==> src/rtl/router_register_p.sv <==
// Packet register stage of the 1x3 router: captures the header, forwards words to the
// destination FIFO, buffers words during FIFO stalls, and checks packet parity and length.
module router_register_p #(
  parameter int DATA_WIDTH  = 8,
  parameter int ADDR_BITS   = 2,
  parameter int HOLD_DEPTH  = 2,
  parameter int PARITY_MODE = 0
) (
  input  logic                                  clk,
  input  logic                                  reset,
  input  logic                                  pkt_valid,
  input  logic [DATA_WIDTH-1:0]                 data_in,
  input  logic                                  fifo_full,
  input  logic                                  rst_int_reg,
  input  logic                                  detect_add,
  input  logic                                  lfd_state,
  input  logic                                  ld_state,
  input  logic                                  laf_state,
  input  logic                                  full_state,
  output logic [DATA_WIDTH-1:0]                 dout,
  output logic                                  dout_valid,
  output logic                                  parity_done,
  output logic                                  low_pkt_valid,
  output logic                                  error,
  output logic                                  len_error,
  output logic [$clog2(HOLD_DEPTH+1)-1:0]       hold_count,
  output logic                                  hold_ovf
);

  localparam int LEN_WIDTH = DATA_WIDTH - ADDR_BITS;
  localparam int CNT_WIDTH = $clog2(HOLD_DEPTH + 1);
  localparam int SLOTS     = 1 << CNT_WIDTH;
  localparam logic [CNT_WIDTH-1:0] DEPTH_C = CNT_WIDTH'(HOLD_DEPTH);

  logic [DATA_WIDTH-1:0] header_reg;
  logic [DATA_WIDTH-1:0] accumulator;
  logic [DATA_WIDTH-1:0] packet_parity;
  logic [LEN_WIDTH:0]    payload_count;
  logic                  check_pending;
  logic [DATA_WIDTH-1:0] hold_buf [SLOTS];

  logic sel_lfd, sel_laf, sel_ld;
  logic buf_empty, buf_full;
  logic do_forward, want_push, do_push, do_drop, do_pop;
  logic payload_word, parity_word;

  function automatic logic [DATA_WIDTH-1:0] fold(input logic [DATA_WIDTH-1:0] acc,
                                                 input logic [DATA_WIDTH-1:0] word);
    if (PARITY_MODE == 1) return acc + word;
    else                  return acc ^ word;
  endfunction

  // Strobe priority is detect_add > lfd_state > laf_state > ld_state, so push and pop
  // can never coincide and hold_count moves by at most one per cycle.
  always_comb begin
    sel_lfd      = !detect_add && lfd_state;
    sel_laf      = !detect_add && !lfd_state && laf_state;
    sel_ld       = !detect_add && !lfd_state && !laf_state && ld_state;
    buf_empty    = (hold_count == '0);
    buf_full     = (hold_count == DEPTH_C);
    do_forward   = sel_ld && !fifo_full && buf_empty;
    want_push    = sel_ld && (fifo_full || !buf_empty) && !full_state;
    do_push      = want_push && !buf_full;
    do_drop      = want_push && buf_full;
    do_pop       = sel_laf && !fifo_full && !buf_empty && !full_state;
    payload_word = (do_forward || do_push) && pkt_valid;
    parity_word  = (do_forward || do_push) && !pkt_valid;
  end

  always_ff @(posedge clk) begin
    if (reset) begin
      header_reg    <= '0;
      accumulator   <= '0;
      packet_parity <= '0;
      payload_count <= '0;
      check_pending <= 1'b0;
      dout          <= '0;
      dout_valid    <= 1'b0;
      parity_done   <= 1'b0;
      low_pkt_valid <= 1'b0;
      error         <= 1'b0;
      len_error     <= 1'b0;
      hold_count    <= '0;
      hold_ovf      <= 1'b0;
      for (int i = 0; i < SLOTS; i++) hold_buf[i] <= '0;
    end else begin
      dout_valid    <= 1'b0;
      check_pending <= 1'b0;

      if (detect_add && pkt_valid) begin
        header_reg    <= data_in;
        accumulator   <= '0;
        payload_count <= '0;
        hold_count    <= '0;
        hold_ovf      <= 1'b0;
      end

      if (sel_lfd) begin
        dout        <= header_reg;
        dout_valid  <= 1'b1;
        accumulator <= fold(accumulator, header_reg);
      end

      if (do_forward) begin
        dout       <= data_in;
        dout_valid <= 1'b1;
      end

      if (do_push) begin
        hold_buf[hold_count] <= data_in;
        hold_count           <= hold_count + CNT_WIDTH'(1);
      end

      if (do_drop) hold_ovf <= 1'b1;

      if (do_pop) begin
        dout       <= hold_buf[0];
        dout_valid <= 1'b1;
        hold_count <= hold_count - CNT_WIDTH'(1);
        for (int i = 0; i < SLOTS - 1; i++) hold_buf[i] <= hold_buf[i+1];
      end

      // The count is one bit wider than the length field so saturation can never alias a legal length.
      if (payload_word) begin
        accumulator <= fold(accumulator, data_in);
        if (payload_count != '1) payload_count <= payload_count + 1'b1;
      end

      if (parity_word) begin
        packet_parity <= data_in;
        low_pkt_valid <= 1'b1;
        parity_done   <= 1'b1;
        check_pending <= 1'b1;
      end

      if (check_pending) begin
        error     <= (accumulator != packet_parity);
        len_error <= (payload_count != {1'b0, header_reg[DATA_WIDTH-1:ADDR_BITS]});
      end

      if (rst_int_reg) begin
        low_pkt_valid <= 1'b0;
        parity_done   <= 1'b0;
        error         <= 1'b0;
        len_error     <= 1'b0;
        check_pending <= 1'b0;
      end
    end
  end

endmodule

==> config.mk <==
export PLATFORM = sky130hd
export DESIGN_NAME = router_register_p
export DESIGN_NICKNAME = d
export VERILOG_FILES = /design/src/rtl/router_register_p.sv
export SDC_FILE = /design/constraint.sdc
export NUM_CORES = 1
export LEC_CHECK = 0
export BUFFER_PORTS_ARGS = -buffer_cell sky130_fd_sc_hd__buf_2
export CORE_ASPECT_RATIO = 0.7
export CORE_MARGIN = 5
export CORE_UTILIZATION = 64
export DETAILED_ROUTE_END_ITERATION = 6
export GPL_TIMING_DRIVEN = 0
export PLACE_DENSITY = 0.94
export SYNTH_ARGS = -nofsm -noshare
export SYNTH_HDL_FRONTEND = slang
export SYNTH_SLANG_ARGS = --single-unit
==> constraint.sdc <==
create_clock -name clk -period 4.6 [get_ports clk]
set_input_delay 0.46 -clock clk [delete_from_list [all_inputs] [get_ports clk]]
set_output_delay 0.46 -clock clk [all_outputs]
set_load 0.01 [all_outputs]
== After elaboration in Yosys (flattened, before gate mapping) ==
Memory sizes are Yosys's and may differ from the RTL's.
Index checks and enable logic that the tools add are counted.
Cells by class
  add/subtract/negate cells: 3
  equal/unequal tests: 4
  muxes and demuxes: 32
  bitwise operators: 5
  reduce and logical (&&, ||, !) cells: 34
Operator list (count)
  two-way mux 8 bit: 10
  two-way mux 7 bit: 3
  logical AND 1 bit: 17
  XOR 8 bit: 2
  two-way mux 1 bit: 15
  nonzero test 3 bit: 3
  zero test 1 bit: 8
  two-way mux 2 bit: 4
  != test 8 bit: 1
  OR reduction 8 bit: 1
  adder 7 x 1 -> 7 bit, second input constant: 1
  != test 7 x 6 -> 1 bit: 1
  != test 7 bit, second input constant: 1
  bitwise OR 1 bit: 3
  adder 2 x 1 -> 2 bit, second input constant: 1
  == test 2 bit, second input constant: 1
  zero test 2 bit: 1
  logical OR 1 bit: 2
  nonzero test 2 bit: 1
  OR reduction 2 bit: 1
  subtractor 2 x 1 -> 2 bit, second input constant: 1
Storage, ports and cells
  flip-flop bits (word level): 47
  memory bits (writable): 32
  bits of input ports: 18
  output and inout bits: 16
  word-level logic and storage cells: 91
  memories kept: 1
Memories
  hold_buf: depth 4, bits a word 8, rd ports 4, clocked after memory_dff 0, write ports 4, line 40  | logic [DATA_WIDTH-1:0] hold_buf [SLOTS];

== Longest topological paths before layout ==
Gate-level depths: netlist of the first run.
  depth in word-level cells: 12
  depth in mapped cells: 8
  gate-level depth less buffers: 6

== Worst setup path before layout of the first run ==
OpenSTA, ideal clock, no wires.
  kind: input port to flip-flop
  start point: in lfd_state
  end point: mem hold_buf[0][0], enable pin
  library setup time: 0.329 ns
  arrival: 2.232 ns
  data required time: 4.271 ns
  path slack: 2.038 ns
  cell stages on the path: 5
  path buffers: 1
  cell sequence: or4b_4 > or4_4 > buf_6 > nor3b_4 > or2_1
RTL lines
  from (decl): line 16  | input logic lfd_state,
  to (decl): line 40

==> results of run 1 <==
-- tightest hold or removal path, delay by kind of cell --
kind / cells / cell delay [ns]
AND/OR/NAND/NOR: 1 / 0.06
buffers and inverters: 1 / 0.07
AO/OA/AOI/OAI: 1 / 0.10
-- power by group through the flow --
stage          Clock (mW)  Sequential [mW]  Combinational, mW
5_1_grt             0.561            0.768              0.117
3_3_place_gp            0            0.780             0.0999
4_1_cts             0.531            0.765              0.105
2_1_floorplan           0            0.777             0.0643
6_report            0.526            0.765              0.107
3_5_place_dp            0            0.781              0.104
-- worst min path at each step --
stage | start | to | slack (ns) | cells after the start
floorplan | payload_count[6] | payload_count[6] | 0.46 | 2
global placement | dout[6] | dout[6] | 0.44 | 2
detailed placement | dout[1] | dout[1] | 0.45 | 2
CTS | rst_int_reg | low_pkt_valid | 0.36 | 3
global route | rst_int_reg | low_pkt_valid | 0.37 | 3
finish | rst_int_reg | low_pkt_valid | 0.38 | 3
-- placed cells by master (no fill, tap or decap), types with 3 or more instances in the layout --
cell and instances:
and3_1 10, o211ai_1 5, and2_1 19, o21ai_0 12
nor3_1 5, nand2_1 38, nand3_1 5, or3_1 3
dfxtp_1 47, a22o_1 16, mux2i_1 9, clkbuf_8 9
nor2_1 14, edfxtp_1 32, o32ai_1 8, ha_1 5
nand2b_1 4, a211oi_1 9, clkbuf_1 19, nor3b_4 3
a21oi_1 30, buf_2 32, o221ai_1 8, xor2_1 21
inv_1 21
-- metal layers --
layer  track usage [%]  vias to the layer above  share of wire, %
li1                  -                     1467                 -
met1              35.8                     1465                45
met2              37.4                      151                43
met3              7.50                       17                11
met4              7.71                        0               1.7
met5                 0                        -                 0
-- per-stage QoR --
step	cell area (µm²)	power (mW)	hold WS [ns]	worst slack (ns)	util [%]
2_1_floorplan	3810	0.841	0.457	2.04	-
3_3_place_gp	4060	0.880	0.444	1.74	70.6
3_5_place_dp	4060	0.885	0.451	1.73	70.6
4_1_cts	4270	1.40	0.363	2.00	74.1
5_1_grt	4270	1.45	0.372	1.75	74.1
6_report	4270	1.40	0.375	2.00	74.1
-- logic make-up after synthesis --
| group | after synthesis | share of synthesized area [%] |
|---|---|---|
| AO/OA/AOI/OAI | 100 | 18.3 |
| multiplexers | 11 | 2.96 |
| AND/OR/NAND/NOR | 120 | 17.6 |
| buffers and inverters | 43 | 4.53 |
| adder cells (fa/ha/maj) | 5 | 1.64 |
| XOR/XNOR | 22 | 5.06 |
| flip-flops | 79 | 49.9 |
-- area by class of cell --
| cell class | instances | area (µm²) | area share (%) |
|---|---|---|---|
| clock buffers | 9 | 124 | 2.90 |
| repair buffers | 32 | 160 | 3.75 |
| multi-input cells | 258 | 1730 | 40.6 |
| inverters | 21 | 78.8 | 1.85 |
| clock inverters | 7 | 80.1 | 1.88 |
| flip-flops and latches | 79 | 1900 | 44.6 |
| well taps | 75 | 93.8 | 2.20 |
| plain buffers | 22 | 93.8 | 2.20 |
==> results.sh, run 1 <==
export IMPL_status="completed"
export IMPL_tightest_slew_ns=0.832
export IMPL_power_frac_seq_pct=54.7
export IMPL_reg2reg_slack_ns=2.00
export IMPL_power_frac_comb_pct=7.6
export IMPL_largest_reg_flops=32
export IMPL_ys_seq_area_share_pct=49.9
export IMPL_netlist_area_leader_share_pct=25.2
export IMPL_diodes=0
export IMPL_routed_wl_mm=8.87
export IMPL_finalWeightedCongestion=0.857
export IMPL_start_util_pct=66.2
export IMPL_cts_htree_levels=3
export IMPL_rsz0062_at_grt="no"
export IMPL_cp_max_fo=9
export IMPL_insertion_delay_ns=0.36
export IMPL_dieHeight_um=74.5
export IMPL_ir_drop_mv=0.193
export IMPL_core_um2=5760
export IMPL_wire_per_inst_um=17.6
export IMPL_drtAntennaViolNets=0
export IMPL_reg2reg_from="hold_count[0]"
export IMPL_hold_viol=0
export IMPL_cts_hold_buf=0
export IMPL_critical_path_class="reg -> reg"
export IMPL_cts_buffers=9
export IMPL_cts_tree="done"
export IMPL_switching_share_pct=25.6
export IMPL_fin_skew_ns=0.00729
export IMPL_syn_area_um2=3810
export IMPL_p_switching_uw=358
export IMPL_cp_num_buf_inv=2
export IMPL_grt_ovfl_total=0
export IMPL_viasPerCell=6.16
export IMPL_required_ns=4.64
export IMPL_clockBufferDepth=2
export IMPL_path_delay_family="simple AND/OR/NAND/NOR gates"
export IMPL_r2r_cells=7
export IMPL_drive_gt1_share_pct=14.3
export IMPL_post_dp_hpwl_mm=6.27
export IMPL_cts_setup_buffers=0
export IMPL_antenna_found_initial=0
export IMPL_dr_first_iter_drc_count=292
export IMPL_leakage_nw=1.76
export IMPL_synth_commonest_cells="47 x dfxtp_1, 38 x nand2_1, 32 x edfxtp_1, 30 x a21oi_1"
export IMPL_cp_start_kind="flop"
export IMPL_fillers=410
export IMPL_fmax_mhz=384
export IMPL_portBuffers=32
export IMPL_dieWidth_um=102
export IMPL_avgSynthCellArea_um2=10.0
export IMPL_boundaryPins=34
export IMPL_crit_path_end_kind="flop"
export IMPL_finalNonFillerCells=503
export IMPL_num_vias=3100
export IMPL_setup_tns_ns=0
export IMPL_cp_slowest_cell="dfxtp_1"
export IMPL_cp_depth=7
export IMPL_yosys_most_used_dff="dfxtp_1"
export IMPL_endpoint="hold_buf[1][6]"
export IMPL_synth_largest_area_cell="edfxtp_1"
export IMPL_synth_edf_count=32
export IMPL_num_rows=23
export IMPL_clkPwrFrac_pct=37.6
export IMPL_clockRootBuffer="clkbuf_8"
export IMPL_crit_path_cell_trace="inv_1 -> ha_1 -> nor2b_1 -> or4_4 -> buf_6 -> nor3b_4 -> or2_1"
export IMPL_r2r_end="hold_buf[1][6]"
export IMPL_fin_crit_sh_pct=56.6
export IMPL_grt_pass1_wl_mm=14.4
export IMPL_grt_usage_pct=25.2
export IMPL_clock_sinks=79
export IMPL_drt_pass1_iter_count=5
export IMPL_crit_arrival_ns=2.65
export IMPL_crit_start="hold_count[0]"
export IMPL_yosysMostFrequentCell="dfxtp_1"
export IMPL_final_nets=446
export IMPL_min_period_ns=2.60
export IMPL_synth_nets=403
export IMPL_synthDistinctLibCells=50
export IMPL_hold_class="in -> reg"
export IMPL_finalSetupViolations=0
export IMPL_grt_pass1_vias=2918
export IMPL_cts_resized=0
export IMPL_p_int_mw=1.04
export IMPL_ys_seq_elements=79
export IMPL_syn_to_final_growth_pct=12.0
export IMPL_clkTransAtPathRegs_ns=0.09
export IMPL_dp_cells=487
export IMPL_maxCapViolCount=0
export IMPL_syn_inst=380
export IMPL_synth_area_leaders="edfxtp_1 25%, dfxtp_1 25%, xor2_1 4.8%"
export IMPL_slew_violations=0
export IMPL_yosys_warnings=0
export IMPL_largest_register="hold_buf"
export IMPL_die_area_um2=7620
export IMPL_async_reset_ff_share_pct=0
export IMPL_route_detailed_drc=0
export IMPL_power_density_nw_per_um2=328
export IMPL_slowest_delay_ns=0.43
export IMPL_grt_max_degree=16
export IMPL_slew_headroom_pct=44.4
(Power assumes the default switching activity.)
==> run 2, diff against run 1 <==
--- a/config.mk
+++ b/config.mk
@@ -8,10 +8,10 @@
 export BUFFER_PORTS_ARGS = -buffer_cell sky130_fd_sc_hd__buf_2
 export CORE_ASPECT_RATIO = 0.7
 export CORE_MARGIN = 5
-export CORE_UTILIZATION = 64
+export CORE_UTILIZATION = 59
 export DETAILED_ROUTE_END_ITERATION = 6
 export GPL_TIMING_DRIVEN = 0
-export PLACE_DENSITY = 0.94
+export PLACE_DENSITY = 0.88
 export SYNTH_ARGS = -nofsm -noshare
 export SYNTH_HDL_FRONTEND = slang
 export SYNTH_SLANG_ARGS = --single-unit
==> constraint.sdc (replaced) <==
create_clock -name clk -period 2.4 [get_ports clk]
set_input_delay 0.24 -clock clk [delete_from_list [all_inputs] [get_ports clk]]
set_output_delay 0.24 -clock clk [all_outputs]
set_load 0.01 [all_outputs]
==> run 2 against run 1 <==
Compared with the run above:
- global-route usage fell by 2.0 points
- first-iteration DRC count fell by 14%
- worst hold slack got worse by 0.21 ns
- clock skew rose by 0.00084 ns
- critical path type unchanged
==> results.sh, run 2 (synthesis gave the netlist of run 1 again) <==
export IMPL_fin_skew_ns=0.00813
export IMPL_leakage_nw=1.79
export IMPL_viasPerCell=6.08
export IMPL_rsz0062_at_grt="no"
export IMPL_cp_start_kind="flop"
export IMPL_clockRootBuffer="clkbuf_8"
export IMPL_finalWeightedCongestion=0.866
export IMPL_cts_htree_levels=3
export IMPL_r2r_end="hold_buf[3][6]"
export IMPL_routed_wl_mm=9.06
export IMPL_required_ns=2.46
export IMPL_hold_end="low_pkt_valid"
export IMPL_clock_sinks=79
export IMPL_hold_class="in -> reg"
export IMPL_reg2reg_from="hold_count[1]"
export IMPL_hold_viol=0
export IMPL_wire_per_inst_um=17.8
export IMPL_dieWidth_um=106
export IMPL_dp_cells=490
export IMPL_clockBufferDepth=2
export IMPL_hold_depth=3
export IMPL_crit_arrival_ns=2.38
export IMPL_crit_path_end_kind="flop"
export IMPL_fin_crit_sh_pct=96.9
export IMPL_layout_common_cells="46 x dfxtp_1, 37 x nand2_1, 33 x buf_2, 32 x edfxtp_1, 30 x a21oi_1"
export IMPL_cp_max_fo=8
export IMPL_largest_register="hold_buf"
export IMPL_route_detailed_drc=0
export IMPL_p_int_mw=1.91
export IMPL_ir_drop_mv=0.371
export IMPL_total_power_mw=2.55
export IMPL_post_dp_hpwl_mm=6.40
export IMPL_num_vias=3094
export IMPL_fmax_mhz=430
export IMPL_cts_hold_buf=0
export IMPL_dieHeight_um=77.2
export IMPL_fin_area_um2=4290
export IMPL_antenna_found_initial=0
export IMPL_drtAntennaViolNets=0
export IMPL_clkTransAtPathRegs_ns=0.07
export IMPL_power_density_nw_per_um2=594
export IMPL_grt_usage_pct=23.1
export IMPL_layout_commonest_cell="dfxtp_1"
export IMPL_clkPwrFrac_pct=34.1
export IMPL_num_rows=24
export IMPL_finalNonFillerCells=509
export IMPL_critical_path_class="reg -> reg"
export IMPL_finalSetupViolations=0
export IMPL_die_area_um2=8190
export IMPL_maxCapViolCount=0
export IMPL_switching_share_pct=25.2
export IMPL_placed_cell_area_um2=4070
export IMPL_largest_reg_flops=32
export IMPL_slew_violations=0
export IMPL_grt_ovfl_total=0
export IMPL_p_switching_uw=640
export IMPL_status="completed"
export IMPL_reg2reg_slack_ns=0.08
export IMPL_drive_gt1_share_pct=16.9
export IMPL_tightest_slew_ns=0.853
export IMPL_core_um2=6250
export IMPL_r2r_cells=7
export IMPL_slew_headroom_pct=43.0
export IMPL_min_period_ns=2.32
export IMPL_syn_to_final_growth_pct=12.5
export IMPL_power_frac_seq_pct=57.6
export IMPL_diodes=0
export IMPL_dr_first_iter_drc_count=252
export IMPL_final_nets=449
export IMPL_boundaryPins=34
export IMPL_drt_pass1_iter_count=5
export IMPL_cts_tree="done"
export IMPL_insertion_delay_ns=0.35
export IMPL_grt_max_degree=14
export IMPL_grt_pass1_vias=2853
export IMPL_power_frac_comb_pct=8.3
export IMPL_cts_buffers=9
export IMPL_hold_start="rst_int_reg"
export IMPL_grt_pass1_wl_mm=14.8
export IMPL_portBuffers=32
export IMPL_start_util_pct=61.0
-- run 2: changes by cell type in the layout (fill, tap and decap cells not counted), sizes merged --
cell      before  now
clkinv         2    5
clkinvlp       2    0
bufinv         1    0
inv           23   22
buf           35   39
-- run 2: stage by stage --
stage	hold slack (ns)	TNS, ns	worst slack [ns]	util (%)
5_1_grt	0.180	0	0.00344	68.6
2_1_floorplan	0.376	0	0.0180	-
3_3_place_gp	0.445	-5.37	-0.263	65.1
3_5_place_dp	0.445	-6.35	-0.295	65.1
6_report	0.165	0	0.0751	68.6
4_1_cts	0.170	0	0.0122	68.4
-- run 2: final cells by class --
class	count	area (µm²)
fill	476	1960
clock buffer	10	138
multi-input combinational	258	1750
tap	78	97.6
clock inverter	6	35.0
sequential	79	1900
inverter	21	78.8
timing repair buffer	35	183
buffer	22	98.8
-- run 2: repair_timing --
action                     CTS  global route
setup buffers                3             0
resized for setup            5            10
setup endpoints to repair   33            57
pin swaps                    2             0
-- run 2: power groups by stage --
stage | logic [mW] | registers [mW] | clock network (mW)
after floorplan | 0.123 | 1.49 | 0
after global placement | 0.194 | 1.49 | 0
after detailed placement | 0.201 | 1.50 | 0
after CTS | 0.206 | 1.47 | 0.867
after global routing | 0.232 | 1.47 | 0.940
final | 0.210 | 1.47 | 0.869
-- run 2: layer usage --
layer	part of all wire, %	GRT usage [%]	up-vias	wire [µm]
met1	43	33.5	1453	3930
li1	-	-	1470	-
met2	45	35.8	159	4110
met3	10	4.70	12	921
met4	0.94	5.43	0	85
met5	0	0	-	0
-- run 2: critical path: stages, from the launching register on --
cell and delay (ns):
dfxtp_1 0.41, inv_1 0.09, ha_1 0.23, nor2b_2 0.19, or4_4 0.42, buf_6 0.16
nor3b_4 0.29, or2_4 0.24
-- run 2: worst max path at each step --
| stage | cells after the start | end | slack (ns) | start |
|---|---|---|---|---|
| detailed placement | 6 | hold_buf[1][4] | -0.29 | detect_add |
| CTS | 7 | hold_buf[1][5] | 0.01 | hold_count[0] |
| floorplan | 7 | hold_buf[0][0] | 0.02 | hold_count[0] |
| global placement | 6 | hold_buf[1][3] | -0.26 | detect_add |
| finish | 7 | hold_buf[3][6] | 0.08 | hold_count[1] |
| global route | 7 | hold_buf[3][6] | 0.003 | hold_count[1] |
